File: config.mk
export PLATFORM = sky130hd
export DESIGN_NAME = draw_card_sprite_flat
export DESIGN_NICKNAME = d
export VERILOG_FILES = /design/src/rtl/draw_card_sprite_pkg.sv /design/src/rtl/draw_card_sprite_if.sv /design/src/rtl/draw_card_sprite_slide_fsm.sv /design/src/rtl/draw_card_sprite.sv /design/src/flat_wrapper.sv
export SDC_FILE = /design/constraint.sdc
export NUM_CORES = 1
export LEC_CHECK = 0
export BUFFER_PORTS_ARGS = -buffer_cell sky130_fd_sc_hd__buf_2
export CELL_PAD_IN_SITES_DETAIL_PLACEMENT = 1
export CELL_PAD_IN_SITES_GLOBAL_PLACEMENT = 2
export CORE_MARGIN = 3
export CORE_UTILIZATION = 35
export DETAILED_ROUTE_END_ITERATION = 7
export GPL_TIMING_DRIVEN = 0
export HOLD_SLACK_MARGIN = 0.15
export PLACE_DENSITY = 0.85
export SYNTH_ARGS = -nofsm -noshare
export SYNTH_HDL_FRONTEND = slang
export SYNTH_SLANG_ARGS = --single-unit
File: constraint.sdc
create_clock -name clk -period 3.75 [get_ports clk]
set_input_delay 0.5625 -clock clk [delete_from_list [all_inputs] [get_ports clk]]
set_output_delay 0.5625 -clock clk [all_outputs]
set_load 0.01 [all_outputs]
File: src/rtl/draw_card_sprite_pkg.sv
// Shared types and constants for the card overlay stage.
// The ROM data generator uses the same CARD_W/CARD_H and transparent colour.
package card_pkg;

    // Card visibility / motion state.
    typedef enum logic [1:0] {
        HIDDEN  = 2'd0,
        SLIDING = 2'd1,
        SHOWN   = 2'd2
    } card_state_t;

    // ROM colour that lets the background show through.
    localparam logic [11:0] TRANSPARENT_RGB = 12'hF0F;

    // Sprite geometry (both powers of two).
    localparam int CARD_W = 32;
    localparam int CARD_H = 64;

endpackage

File: src/rtl/draw_card_sprite_if.sv
// VGA pixel-stream bundle: beam position, sync/blank timing and colour.
// master drives the stream, slave consumes it.
interface draw_card_sprite_if;

    logic [10:0] hcount;
    logic [10:0] vcount;
    logic        hsync;
    logic        vsync;
    logic        hblnk;
    logic        vblnk;
    logic [11:0] rgb;

    modport master (output hcount, vcount, hsync, vsync, hblnk, vblnk, rgb);
    modport slave  (input  hcount, vcount, hsync, vsync, hblnk, vblnk, rgb);

endinterface

File: src/rtl/draw_card_sprite_slide_fsm.sv
// Card motion controller: HIDDEN / SLIDING / SHOWN, frame tick and card X.
// card_x only moves on the frame tick (vsync rising edge) so a frame never
// shows the card at two positions.
module card_slide_fsm
    import card_pkg::*;
#(
    parameter int TARGET_X   = 100,
    parameter int DECK_X     = 700,
    parameter int SLIDE_STEP = 8
) (
    input  logic        clk,
    input  logic        rst,
    input  logic        vsync_i,
    input  logic        deal_i,
    input  logic        clear_i,
    output logic [10:0] card_x_o,
    output logic        visible_o,
    output logic        busy_o
);

    localparam logic [10:0] TARGET_C = 11'(TARGET_X);
    localparam logic [10:0] DECK_C   = 11'(DECK_X);
    localparam logic [10:0] STEP_C   = 11'(SLIDE_STEP);

    card_state_t state_q;
    logic [10:0] card_x_q;
    logic        vsync_q;
    logic        frame_tick_q;
    logic        visible_q;
    logic        busy_q;

    logic [10:0] dist_d;
    logic [10:0] step_x_d;

    // Distance to the slot and the position one step closer to it.
    always_comb begin
        dist_d   = 11'd0;
        step_x_d = card_x_q;
        if (card_x_q >= TARGET_C) begin
            dist_d   = card_x_q - TARGET_C;
            step_x_d = card_x_q - STEP_C;
        end else begin
            dist_d   = TARGET_C - card_x_q;
            step_x_d = card_x_q + STEP_C;
        end
    end

    // Frame tick detection, state transitions and registered status outputs.
    always_ff @(posedge clk or posedge rst) begin
        if (rst) begin
            state_q      <= HIDDEN;
            card_x_q     <= DECK_C;
            vsync_q      <= 1'b0;
            frame_tick_q <= 1'b0;
            visible_q    <= 1'b0;
            busy_q       <= 1'b0;
        end else begin
            vsync_q      <= vsync_i;
            frame_tick_q <= vsync_i & ~vsync_q;
            case (state_q)
                HIDDEN: begin
                    // clear has priority when both pulses coincide
                    if (deal_i && !clear_i) begin
                        state_q   <= SLIDING;
                        card_x_q  <= DECK_C;
                        visible_q <= 1'b1;
                        busy_q    <= 1'b1;
                    end
                end
                SLIDING: begin
                    if (clear_i) begin
                        state_q   <= HIDDEN;
                        visible_q <= 1'b0;
                        busy_q    <= 1'b0;
                    end else if (frame_tick_q) begin
                        if (dist_d <= STEP_C) begin
                            card_x_q <= TARGET_C;
                            state_q  <= SHOWN;
                            busy_q   <= 1'b0;
                        end else begin
                            card_x_q <= step_x_d;
                        end
                    end
                end
                SHOWN: begin
                    if (clear_i) begin
                        state_q   <= HIDDEN;
                        visible_q <= 1'b0;
                    end
                end
                default: begin
                    state_q   <= HIDDEN;
                    card_x_q  <= DECK_C;
                    visible_q <= 1'b0;
                    busy_q    <= 1'b0;
                end
            endcase
        end
    end

    assign card_x_o  = card_x_q;
    assign visible_o = visible_q;
    assign busy_o    = busy_q;

endmodule

File: src/rtl/draw_card_sprite.sv
// Per-card VGA overlay: addresses the suit ROM from the beam position, delays
// the pixel stream by two cycles to line up with ROM data, and merges the
// sprite over the background. The ROM samples rom_addr as its address register,
// so its data is ready for the second stage.
// Optional macro CARD_BORDER_EN: draws a black 1-pixel frame around the card.
module draw_card_sprite
    import card_pkg::*;
#(
    parameter int          MODULE_NUMBER = 0,
    parameter int          CARD_W        = card_pkg::CARD_W,
    parameter int          CARD_H        = card_pkg::CARD_H,
    parameter int          ADDR_WIDTH    = 11,
    parameter int          BASE_X        = 100,
    parameter int          SPACING       = 40,
    parameter int          CARD_Y        = 400,
    parameter int          DECK_X        = 700,
    parameter int          SLIDE_STEP    = 8,
    parameter logic [11:0] TRANSPARENT   = TRANSPARENT_RGB
) (
    input  logic                    clk,
    input  logic                    rst,
    draw_card_sprite_if.slave       vga_in,
    draw_card_sprite_if.master      vga_out,
    input  logic                    deal,
    input  logic                    clear,
    output logic [ADDR_WIDTH-1:0]   rom_addr,
    input  logic [11:0]             rom_pixel,
    output logic                    busy
);

    localparam int          H_BITS     = $clog2(CARD_W);
    localparam int          V_BITS     = $clog2(CARD_H);
    localparam logic [10:0] CARD_Y_C   = 11'(CARD_Y);
    localparam logic [11:0] CARD_Y_END = 12'(CARD_Y + CARD_H);

    logic [10:0] card_x_s;
    logic        visible_s;

    card_slide_fsm #(
        .TARGET_X   (BASE_X + MODULE_NUMBER * SPACING),
        .DECK_X     (DECK_X),
        .SLIDE_STEP (SLIDE_STEP)
    ) u_fsm (
        .clk       (clk),
        .rst       (rst),
        .vsync_i   (vga_in.vsync),
        .deal_i    (deal),
        .clear_i   (clear),
        .card_x_o  (card_x_s),
        .visible_o (visible_s),
        .busy_o    (busy)
    );

    // Stage 1 combinational: sprite-relative offsets, hit test and ring flag.
    logic [H_BITS-1:0] hoff_d;
    logic [V_BITS-1:0] voff_d;
    logic              in_rect_d;
    logic              ring_d;

    // Hit test of the beam against the card rectangle.
    always_comb begin
        hoff_d    = H_BITS'(vga_in.hcount - card_x_s);
        voff_d    = V_BITS'(vga_in.vcount - CARD_Y_C);
        in_rect_d = 1'b0;
        if (visible_s
            && (vga_in.hcount >= card_x_s)
            && ({1'b0, vga_in.hcount} < ({1'b0, card_x_s} + 12'(CARD_W)))
            && (vga_in.vcount >= CARD_Y_C)
            && ({1'b0, vga_in.vcount} < CARD_Y_END)) begin
            in_rect_d = 1'b1;
        end else begin
            in_rect_d = 1'b0;
        end
`ifdef CARD_BORDER_EN
        if (in_rect_d && ((hoff_d == '0) || (hoff_d == '1)
                          || (voff_d == '0) || (voff_d == '1))) begin
            ring_d = 1'b1;
        end else begin
            ring_d = 1'b0;
        end
`else
        ring_d = 1'b0;
`endif
    end

    // Stage 1 registers.
    logic [10:0]           hcount_q1, vcount_q1;
    logic                  hsync_q1, vsync_q1, hblnk_q1, vblnk_q1;
    logic [11:0]           rgb_q1;
    logic                  in_rect_q1, ring_q1;
    logic [ADDR_WIDTH-1:0] rom_addr_q;

    // Stage 1: register timing, background, hit flags and the ROM address.
    always_ff @(posedge clk or posedge rst) begin
        if (rst) begin
            hcount_q1  <= 11'd0;
            vcount_q1  <= 11'd0;
            hsync_q1   <= 1'b0;
            vsync_q1   <= 1'b0;
            hblnk_q1   <= 1'b0;
            vblnk_q1   <= 1'b0;
            rgb_q1     <= 12'h000;
            in_rect_q1 <= 1'b0;
            ring_q1    <= 1'b0;
            rom_addr_q <= '0;
        end else begin
            hcount_q1  <= vga_in.hcount;
            vcount_q1  <= vga_in.vcount;
            hsync_q1   <= vga_in.hsync;
            vsync_q1   <= vga_in.vsync;
            hblnk_q1   <= vga_in.hblnk;
            vblnk_q1   <= vga_in.vblnk;
            rgb_q1     <= vga_in.rgb;
            in_rect_q1 <= in_rect_d;
            ring_q1    <= ring_d;
            // a hidden card leaves the ROM address bus quiet
            if (visible_s) begin
                rom_addr_q <= {voff_d, hoff_d};
            end else begin
                rom_addr_q <= rom_addr_q;
            end
        end
    end

    // Stage 2 combinational: choose sprite, border, blank or background.
    logic [11:0] rgb_d;

    // Pixel merge priority: blanking, border ring, opaque sprite, background.
    always_comb begin
        rgb_d = rgb_q1;
        if (hblnk_q1 || vblnk_q1) begin
            rgb_d = 12'h000;
        end else if (ring_q1) begin
            rgb_d = 12'h000;
        end else if (in_rect_q1 && (rom_pixel != TRANSPARENT)) begin
            rgb_d = rom_pixel;
        end else begin
            rgb_d = rgb_q1;
        end
    end

    // Stage 2 registers.
    logic [10:0] hcount_q2, vcount_q2;
    logic        hsync_q2, vsync_q2, hblnk_q2, vblnk_q2;
    logic [11:0] rgb_q2;

    // Stage 2: second timing delay and merged pixel.
    always_ff @(posedge clk or posedge rst) begin
        if (rst) begin
            hcount_q2 <= 11'd0;
            vcount_q2 <= 11'd0;
            hsync_q2  <= 1'b0;
            vsync_q2  <= 1'b0;
            hblnk_q2  <= 1'b0;
            vblnk_q2  <= 1'b0;
            rgb_q2    <= 12'h000;
        end else begin
            hcount_q2 <= hcount_q1;
            vcount_q2 <= vcount_q1;
            hsync_q2  <= hsync_q1;
            vsync_q2  <= vsync_q1;
            hblnk_q2  <= hblnk_q1;
            vblnk_q2  <= vblnk_q1;
            rgb_q2    <= rgb_d;
        end
    end

    assign rom_addr       = rom_addr_q;
    assign vga_out.hcount = hcount_q2;
    assign vga_out.vcount = vcount_q2;
    assign vga_out.hsync  = hsync_q2;
    assign vga_out.vsync  = vsync_q2;
    assign vga_out.hblnk  = hblnk_q2;
    assign vga_out.vblnk  = vblnk_q2;
    assign vga_out.rgb    = rgb_q2;

endmodule

File: src/flat_wrapper.sv
// flat-port wrapper written by rule: the top's interface ports become plain ports
module draw_card_sprite_flat import card_pkg::*;
#(
    parameter int          MODULE_NUMBER = 0,
    parameter int          CARD_W        = card_pkg::CARD_W,
    parameter int          CARD_H        = card_pkg::CARD_H,
    parameter int          ADDR_WIDTH    = 11,
    parameter int          BASE_X        = 100,
    parameter int          SPACING       = 40,
    parameter int          CARD_Y        = 400,
    parameter int          DECK_X        = 700,
    parameter int          SLIDE_STEP    = 8,
    parameter logic [11:0] TRANSPARENT   = TRANSPARENT_RGB
)
  (clk, rst, deal, clear, rom_addr, rom_pixel, busy, vga_in_hcount, vga_in_vcount, vga_in_hsync, vga_in_vsync, vga_in_hblnk, vga_in_vblnk, vga_in_rgb, vga_out_hcount, vga_out_vcount, vga_out_hsync, vga_out_vsync, vga_out_hblnk, vga_out_vblnk, vga_out_rgb);
  draw_card_sprite_if vga_in_i ();
  draw_card_sprite_if vga_out_i ();
  input  logic clk;
  input  logic rst;
  input  logic deal;
  input  logic clear;
  output logic [ADDR_WIDTH-1:0] rom_addr;
  input  logic [11:0] rom_pixel;
  output logic busy;
  input wire logic [$bits(vga_in_i.hcount)-1:0] vga_in_hcount;
  input wire logic [$bits(vga_in_i.vcount)-1:0] vga_in_vcount;
  input wire logic [$bits(vga_in_i.hsync)-1:0] vga_in_hsync;
  input wire logic [$bits(vga_in_i.vsync)-1:0] vga_in_vsync;
  input wire logic [$bits(vga_in_i.hblnk)-1:0] vga_in_hblnk;
  input wire logic [$bits(vga_in_i.vblnk)-1:0] vga_in_vblnk;
  input wire logic [$bits(vga_in_i.rgb)-1:0] vga_in_rgb;
  output wire logic [$bits(vga_out_i.hcount)-1:0] vga_out_hcount;
  output wire logic [$bits(vga_out_i.vcount)-1:0] vga_out_vcount;
  output wire logic [$bits(vga_out_i.hsync)-1:0] vga_out_hsync;
  output wire logic [$bits(vga_out_i.vsync)-1:0] vga_out_vsync;
  output wire logic [$bits(vga_out_i.hblnk)-1:0] vga_out_hblnk;
  output wire logic [$bits(vga_out_i.vblnk)-1:0] vga_out_vblnk;
  output wire logic [$bits(vga_out_i.rgb)-1:0] vga_out_rgb;
  assign vga_in_i.hcount = vga_in_hcount;
  assign vga_in_i.vcount = vga_in_vcount;
  assign vga_in_i.hsync = vga_in_hsync;
  assign vga_in_i.vsync = vga_in_vsync;
  assign vga_in_i.hblnk = vga_in_hblnk;
  assign vga_in_i.vblnk = vga_in_vblnk;
  assign vga_in_i.rgb = vga_in_rgb;
  assign vga_out_hcount = vga_out_i.hcount;
  assign vga_out_vcount = vga_out_i.vcount;
  assign vga_out_hsync = vga_out_i.hsync;
  assign vga_out_vsync = vga_out_i.vsync;
  assign vga_out_hblnk = vga_out_i.hblnk;
  assign vga_out_vblnk = vga_out_i.vblnk;
  assign vga_out_rgb = vga_out_i.rgb;
  draw_card_sprite #(.MODULE_NUMBER(MODULE_NUMBER), .CARD_W(CARD_W), .CARD_H(CARD_H), .ADDR_WIDTH(ADDR_WIDTH), .BASE_X(BASE_X), .SPACING(SPACING), .CARD_Y(CARD_Y), .DECK_X(DECK_X), .SLIDE_STEP(SLIDE_STEP), .TRANSPARENT(TRANSPARENT)) u_core (.clk(clk), .rst(rst), .vga_in(vga_in_i), .vga_out(vga_out_i), .deal(deal), .clear(clear), .rom_addr(rom_addr), .rom_pixel(rom_pixel), .busy(busy));
endmodule
# ---- Yosys cells after proc, flatten, opt, wreduce, memory -nomap -nowiden
# Index checks and enable logic that the tools add are counted.
dict set report classes {
  n_addsub 7
  magnitude_cmp 6
  eq_ne 10
  muxes 23
  bitwise 3
  reduce_logical 14
}
# cell n
set op_table {}
lappend op_table {{2-to-1 mux 11 bit} 6}
lappend op_table {{case mux 11 bit (3 select lines)} 1}
lappend op_table {{2-to-1 mux 12 bit} 2}
lappend op_table {{adder 11 x 6 -> 12 bit, second input constant} 1}
lappend op_table {{less-than comparator 11 x 12 -> 1 bit} 1}
lappend op_table {{!= test 12 bit, second input constant} 1}
lappend op_table {{AND reduction 4 bit} 3}
lappend op_table {{adder 11 x 4 -> 11 bit, second input constant} 1}
lappend op_table {{>= comparator 11 bit} 1}
lappend op_table {{>= comparator 11 x 7 -> 1 bit, second input constant} 1}
lappend op_table {{>= comparator 11 x 9 -> 1 bit, second input constant} 1}
lappend op_table {{<= comparator 11 x 4 -> 1 bit, second input constant} 1}
lappend op_table {{less-than comparator 11 x 9 -> 1 bit, second input constant} 1}
lappend op_table {{subtractor 11 x 4 -> 11 bit, second input constant} 1}
lappend op_table {{subtractor 11 x 7 -> 11 bit, second input constant} 1}
lappend op_table {{subtractor 7 x 11 -> 11 bit, first input constant} 1}
lappend op_table {{2-to-1 mux 2 bit} 5}
lappend op_table {{!= test 2 bit, second input constant} 4}
lappend op_table {{logical AND 1 bit} 6}
lappend op_table {{2-to-1 mux 1 bit} 6}
lappend op_table {{!= test 3 bit, second input constant} 2}
lappend op_table {{case mux 2 bit (3 select lines)} 1}
lappend op_table {{subtractor 6 x 5 -> 6 bit, second input constant} 1}
lappend op_table {{subtractor 5 bit} 1}
lappend op_table {{other kinds (12)} 13}
dict set report word_totals {
  regBits 104
  output_inout_bits 50
}

# ---- Logic depth before layout (Yosys ltp)
dict set report depth {
  word_depth 7
  ltp_mapped 14
  ltp_nobuf 13
}

# ---- Modules after synthesis
# Synthesis repeated with hierarchy kept, for this count alone.
dict set report unflattened {
  hier_cells 394
  hier_area_um2 4724.5
}
# mod n_inst cells_per_inst area_per_inst_um2
set modules_own_cells {}
lappend modules_own_cells {draw_card_sprite 1 220 3189.3}
lappend modules_own_cells {card_slide_fsm 1 174 1535.2}

# ---- Worst setup path after synthesis
# Ideal clock, no wire load.
dict set report synth_path {
  path_kind {register to register}
  from {register u_core.u_fsm.card_x_q[3], in the netlist u_core.u_fsm.card_x_o[3]}
  to {register u_core.u_fsm.card_x_q[10], in the netlist u_core.u_fsm.card_x_o[10]}
  t_arrival_ns 2.873
  required_time_ns 3.605
  path_slack_ns 0.733
  path_stages_with_launch 14
  synth_period_minus_slack_ns 3.017
  path_cell_list {dfstp_2 buf_2 inv_1 ha_1 nand4b_1 nand3_2 ha_1 a21o_1 a21oi_1 nand2b_1 a21boi_0 o41ai_1 mux2i_1 a211oi_1}
}
dict set report synth_via {
  elab_chain_len 7
  word_cells_on_any_way 12
  cone_classes {add/sub: 4; order compare: 2; mux: 6}
}
# item line
set synth_rtl {}
lappend synth_rtl {{start: declaration} draw_card_sprite_slide_fsm.sv:26} ;# logic [10:0] card_x_q;
lappend synth_rtl {{start signal: assignment} draw_card_sprite_slide_fsm.sv:81} ;# card_x_q <= step_x_d;
lappend synth_rtl {{subtractor 7 x 11 -> 11 bit, or another cell as far along} draw_card_sprite_slide_fsm.sv:43} ;# dist_d = TARGET_C - card_x_q;
lappend synth_rtl {{2-to-1 mux 11 bit} draw_card_sprite_slide_fsm.sv:39} ;# if (card_x_q >= TARGET_C) begin
lappend synth_rtl {{<= comparator 11 x 4 -> 1 bit} draw_card_sprite_slide_fsm.sv:76} ;# if (dist_d <= STEP_C) begin
lappend synth_rtl {{2-to-1 mux 11 bit (*)} draw_card_sprite_slide_fsm.sv:76}
lappend synth_rtl {{2-to-1 mux 11 bit (*)} draw_card_sprite_slide_fsm.sv:75} ;# end else if (frame_tick_q) begin
lappend synth_rtl {{2-to-1 mux 11 bit (*)} draw_card_sprite_slide_fsm.sv:71} ;# if (clear_i) begin
lappend synth_rtl {{case mux 11 bit (3 select lines) (*)} draw_card_sprite_slide_fsm.sv:60} ;# case (state_q)
# Mark *: on every way between the ends. The rest lies on a longest branch, timed or not. The select of a mux whose other input is x is not followed.
# A chain may end at the register's enable or synchronous reset.

# ---- Worst setup path in the final report
dict set report layout_path {
  from {register u_core.u_fsm.card_x_q[3], in the netlist u_core.u_fsm.card_x_o[3]}
  to {register u_core.u_fsm.card_x_q[9], in the netlist u_core.u_fsm.card_x_o[9]}
}
# The elaborated chain is that of the path after synthesis.

==> impl_metrics.prom <==
# TYPE chip_impl_metric gauge
chip_impl_metric{name="ir_worst_vdd",unit="mV"} 0.222
chip_impl_metric{name="grt_pass1_wl",unit="um"} 18500
chip_impl_metric{name="hpwlAfterDp",unit="um"} 8690
chip_impl_metric{name="area_growth",unit="%"} 23.5
chip_impl_metric{name="drt-initial-drc-count",unit=""} 144
chip_impl_metric{name="max-clock-path-buffers",unit=""} 2
chip_impl_metric{name="floorplan.die.width",unit="um"} 120
chip_impl_metric{name="grtUsageMet1",unit="%"} 19.5
chip_impl_metric{name="worst_slew_pin_slew",unit="ns"} 0.703
chip_impl_metric{name="number_of_clock_sinks",unit=""} 102
chip_impl_metric{name="ant_nets",unit=""} 0
chip_impl_info{name="crit-reg2reg-launch",value="u_core.u_fsm.card_x_o[3]"} 1
chip_impl_metric{name="antenna_cells_inserted",unit=""} 0
chip_impl_info{name="start_kind",value="flip-flop"} 1
chip_impl_info{name="timing.critical_path.cells",value="buf_2 -> inv_1 -> ha_2 -> nand4b_1 -> nand3_4 -> inv_1 -> fa_1 -> nor2b_1 -> o21ai_0 -> a21boi_0 -> o21a_1 -> nor3_1 -> nor3_1 -> a2bb2oi_1"} 1
chip_impl_metric{name="combPwrFrac",unit="%"} 27.5
chip_impl_metric{name="place_area",unit="sq um"} 5260
chip_impl_metric{name="timing.final.max_slew_violations",unit=""} 0
chip_impl_metric{name="timing.critical_path.slowest_cell_delay",unit="ns"} 0.40
chip_impl_metric{name="drc",unit=""} 0
chip_impl_metric{name="synth.avg_cell_area",unit="sq um"} 11.9
chip_impl_info{name="setup.worst_path.class",value="flip-flop to flip-flop"} 1
chip_impl_metric{name="antenna_violations_before_repair",unit=""} 1
chip_impl_metric{name="grt_use_met3",unit="%"} 4.34
chip_impl_metric{name="worst-path-buf-inv",unit=""} 3
chip_impl_metric{name="synthesis.area",unit="sq um"} 4510
chip_impl_metric{name="placer_s_final_routability_congestion_estimate",unit=""} 0.878
chip_impl_metric{name="power_density",unit="nW/um^2"} 561
chip_impl_metric{name="fin_crit_share",unit="%"} 90.2
chip_impl_metric{name="worstRegToRegCells",unit=""} 14
chip_impl_metric{name="cts-buffers-inserted",unit=""} 9
chip_impl_metric{name="layout.filler_cells",unit=""} 1393
chip_impl_metric{name="timing.critical_path.arrival",unit="ns"} 3.66
chip_impl_info{name="post_synth_main_area_contributors",value="sky130_fd_sc_hd__dfrtp_1, sky130_fd_sc_hd__ha_1, sky130_fd_sc_hd__dfstp_2, sky130_fd_sc_hd__nor2_1, sky130_fd_sc_hd__mux2i_1"} 1
chip_impl_metric{name="hold_viol",unit=""} 0
chip_impl_info{name="status",value="finished clean"} 1
chip_impl_metric{name="p_int",unit="mW"} 2.14
chip_impl_metric{name="cp_max_fo",unit=""} 12
chip_impl_metric{name="cell_area_after_layout",unit="sq um"} 5570
chip_impl_metric{name="setup_total_negative_slack",unit="ns"} 0
chip_impl_metric{name="switching_part_of_the_total_power",unit="%"} 31.6
chip_impl_metric{name="report.final.setup_viol",unit=""} 0
chip_impl_info{name="hold_path.class",value="primary input to flip-flop"} 1
chip_impl_metric{name="synth_top_area_share",unit="%"} 53.3
chip_impl_metric{name="clkTransAtPathRegs",unit="ns"} 0.07
chip_impl_metric{name="post_route_cells_drive_above_1_share",unit="%"} 30.1
chip_impl_info{name="grt_setup_unrepaired",value="false"} 1
chip_impl_metric{name="sequential_element_share_of_the_synthesized_area",unit="%"} 56.8
chip_impl_metric{name="viasPerCell",unit=""} 5.06
chip_impl_metric{name="routed_wirelength",unit="um"} 11300
chip_impl_metric{name="fin_worst_hold_slack",unit="ns"} 0.316
chip_impl_info{name="critPathSlowestCell",value="sky130_fd_sc_hd__fa_1"} 1
chip_impl_info{name="hold_path_end",value="u_core.hsync_q1"} 1
chip_impl_info{name="setup.worst_path.end_class",value="flip-flop"} 1
chip_impl_info{name="root_buffer",value="sky130_fd_sc_hd__clkbuf_16"} 1
chip_impl_metric{name="dr.pass1.iters",unit=""} 4
chip_impl_metric{name="timing.slew.headroom",unit="%"} 53.1
chip_impl_info{name="r2r-end",value="u_core.u_fsm.card_x_o[9]"} 1
chip_impl_metric{name="first_global_vias",unit=""} 3609
chip_impl_metric{name="pin_count",unit=""} 104
chip_impl_metric{name="multiInputGateArea",unit="sq um"} 1850
chip_impl_metric{name="die_height",unit="um"} 120
chip_impl_info{name="global_route.peak_usage_layer",value="met2"} 1
chip_impl_metric{name="worst_skew_pair.late_latency",unit="ns"} 0.35
chip_impl_metric{name="global_route.usage.met2",unit="%"} 28.4
chip_impl_info{name="tritoncts",value="yes"} 1
chip_impl_metric{name="number_of_port_buffers",unit=""} 103
chip_impl_metric{name="die_area",unit="sq um"} 14300
chip_impl_metric{name="grt_max_degree",unit=""} 57
chip_impl_metric{name="finClkSkew",unit="ns"} 0.00549
chip_impl_metric{name="synthCells",unit=""} 380
chip_impl_metric{name="cts.htree.levels",unit=""} 3
chip_impl_metric{name="holdPathStages",unit=""} 1
chip_impl_metric{name="max-cap-violations",unit=""} 0
chip_impl_metric{name="layout_setup_ws",unit="ns"} 0.368
chip_impl_metric{name="synth_cell_type_count",unit=""} 57
chip_impl_metric{name="global_route.overflow_total",unit=""} 0
chip_impl_info{name="crit_family",value="simple AND/OR/NAND/NOR gates"} 1
chip_impl_info{name="yosys.area.top_type",value="sky130_fd_sc_hd__dfrtp_1"} 1
chip_impl_metric{name="clock_power_share",unit="%"} 29.7
chip_impl_info{name="hold_path_startpoint",value="vga_in_hsync"} 1
chip_impl_metric{name="setup_slack_reg_to_reg",unit="ns"} 0.37
chip_impl_metric{name="avgRoutedWirePerCell",unit="um"} 17.0
chip_impl_metric{name="initial_utilization",unit="%"} 36.6
chip_impl_metric{name="detailedPlace.worstSlack",unit="ns"} 0.198
chip_impl_metric{name="regArea",unit="sq um"} 2560
chip_impl_metric{name="route.vias.total",unit=""} 3377
chip_impl_info{name="most-common-layout-cells",value="sky130_fd_sc_hd__buf_2, sky130_fd_sc_hd__dfrtp_1, sky130_fd_sc_hd__nor2_1, sky130_fd_sc_hd__ha_1"} 1
chip_impl_metric{name="synth-edff-count",unit=""} 0
chip_impl_metric{name="grtUsageTotal",unit="%"} 16.4
chip_impl_metric{name="nNetsFinal",unit=""} 582
chip_impl_metric{name="max_freq",unit="MHz"} 296
chip_impl_info{name="mostFrequentLayoutCell",value="sky130_fd_sc_hd__buf_2"} 1
chip_impl_metric{name="timing.final.crit_period",unit="ns"} 3.38
chip_impl_metric{name="net-switching-power",unit="mW"} 0.988
chip_impl_metric{name="synth_nets",unit=""} 467
chip_impl_metric{name="asyncSetResetFlopFracSynth",unit="%"} 100
chip_impl_metric{name="ys_seq_elements",unit=""} 102
chip_impl_metric{name="coreArea",unit="sq um"} 12300
chip_impl_metric{name="worst-endpoint-required",unit="ns"} 4.02
chip_impl_metric{name="yosys_warnings",unit=""} 0
chip_impl_info{name="yosys_most_used_dff",value="sky130_fd_sc_hd__dfrtp_1"} 1
chip_impl_metric{name="seqPwrFrac",unit="%"} 42.8
chip_impl_metric{name="placement_rows",unit=""} 40
chip_impl_metric{name="cellLeakagePower",unit="nW"} 2.70
## what timing repair did
| action | 4_1_cts | 5_1_grt |
|---|---|---|
| endpoints found under the setup margin | 0 | 2 |
| gates resized for setup | 0 | 3 |
| hold buffers | 0 | 0 |
| hold endpoints to repair | 0 | 0 |
| buffers inserted | 0 | 0 |
## power groups by stage
stage / clock [mW] / sequential [mW] / combinational, mW
after CTS: 0.959 / 1.34 / 0.868
after global placement: 0 / 1.35 / 0.828
after detailed placement: 0 / 1.36 / 0.863
after global routing: 1.00 / 1.36 / 0.969
final: 0.929 / 1.34 / 0.859
after floorplan: 0 / 1.38 / 0.537
## worst max path at each step
stage,endpoint,start,cells after the start
floorplan,u_core.hblnk_q1,rst,1
global placement,u_core.u_fsm.card_x_o[8],rst,2
detailed placement,u_core.u_fsm.card_x_o[10],u_core.u_fsm.card_x_o[3],13
CTS,u_core.u_fsm.card_x_o[10],u_core.u_fsm.card_x_o[3],13
global route,u_core.u_fsm.card_x_o[9],u_core.u_fsm.card_x_o[3],14
finish,u_core.u_fsm.card_x_o[9],u_core.u_fsm.card_x_o[3],14
## layer usage
metal	share of wire, %	vias up
met5	0.11	-
met1	43	1675
met2	49	105
met3	5.6	24
li1	-	1571
met4	2.1	2
## cell usage after synthesis, types with 2 or more instances
master and count:
sky130_fd_sc_hd__mux2_2 8, sky130_fd_sc_hd__nand4b_1 5, sky130_fd_sc_hd__a21oi_1 15, sky130_fd_sc_hd__nor4_1 3, sky130_fd_sc_hd__o21ai_0 15, sky130_fd_sc_hd__a2bb2oi_1 5
sky130_fd_sc_hd__nor2_1 31, sky130_fd_sc_hd__ha_1 32, sky130_fd_sc_hd__nand2b_1 8, sky130_fd_sc_hd__dfrtp_1 96, sky130_fd_sc_hd__nand3_1 3, sky130_fd_sc_hd__clkbuf_1 4
sky130_fd_sc_hd__conb_1 2, sky130_fd_sc_hd__o211ai_1 3, sky130_fd_sc_hd__xnor2_1 5, sky130_fd_sc_hd__o21a_1 6, sky130_fd_sc_hd__nor3_1 15, sky130_fd_sc_hd__a211oi_1 6
sky130_fd_sc_hd__or3_1 3, sky130_fd_sc_hd__nor2b_1 9, sky130_fd_sc_hd__buf_2 3, sky130_fd_sc_hd__a31oi_1 3, sky130_fd_sc_hd__a21boi_0 3, sky130_fd_sc_hd__a31o_2 2
sky130_fd_sc_hd__o31ai_1 3, sky130_fd_sc_hd__or2_2 2, sky130_fd_sc_hd__inv_1 21, sky130_fd_sc_hd__mux2i_1 11, sky130_fd_sc_hd__nand2_1 20, sky130_fd_sc_hd__a221oi_1 2
sky130_fd_sc_hd__a21o_1 5, sky130_fd_sc_hd__dfstp_2 6
## layout make-up
cell class / instances / share of cell area (%)
Clock inverter: 6 / 1.24
Multi-Input combinational cell: 249 / 33.2
Tap cell: 168 / 3.77
Timing Repair Buffer: 104 / 9.62
Buffer: 8 / 0.741
Clock buffer: 9 / 4.04
Sequential cell: 102 / 46.0
Inverter: 21 / 1.46
## sequential cells by signal (all words and copies together) (netlist names), 2 cells and up
name,flops
u_core.vga_out.rgb,12
u_core.vga_out.vcount,11
u_core.vga_out.hcount,11
u_core.rgb_q1,12
u_core.hcount_q1,11
u_core.rom_addr,11
u_core.u_fsm.state_q,2
u_core.u_fsm.card_x_o,9
u_core.vcount_q1,11
## per-stage QoR
stage	power, mW	utilization [%]	std cells
global placement	2.18	42.5	651
floorplan	1.92	-	380
detailed placement	2.22	42.7	652
finish	3.12	45.2	667
CTS	3.17	45.1	667
global route	3.33	45.2	667
## worst reg2reg max path: stages, from the launching register on
cell and delay [ns]:
sky130_fd_sc_hd__dfstp_2 0.36, sky130_fd_sc_hd__buf_2 0.17, sky130_fd_sc_hd__inv_1 0.22, sky130_fd_sc_hd__ha_2 0.31, sky130_fd_sc_hd__nand4b_1 0.26, sky130_fd_sc_hd__nand3_4 0.28, sky130_fd_sc_hd__inv_1 0.12, sky130_fd_sc_hd__fa_1 0.40
sky130_fd_sc_hd__nor2b_1 0.17, sky130_fd_sc_hd__o21ai_0 0.12, sky130_fd_sc_hd__a21boi_0 0.28, sky130_fd_sc_hd__o21a_1 0.17, sky130_fd_sc_hd__nor3_1 0.05, sky130_fd_sc_hd__nor3_1 0.24, sky130_fd_sc_hd__a2bb2oi_1 0.19
## cells by family after synthesis
| group | count (synthesis) | synth area share (%) |
|---|---|---|
| mux | 19 | 4.44 |
| other cells | 2 | 0.167 |
| simple gates | 109 | 13.2 |
| xor+xnor | 6 | 1.17 |
| flops | 102 | 56.8 |
| compound gates | 80 | 12.3 |
| fa+ha+maj | 33 | 9.32 |
| buf+inv | 29 | 2.66 |
Power figures use the tool's default switching activity.
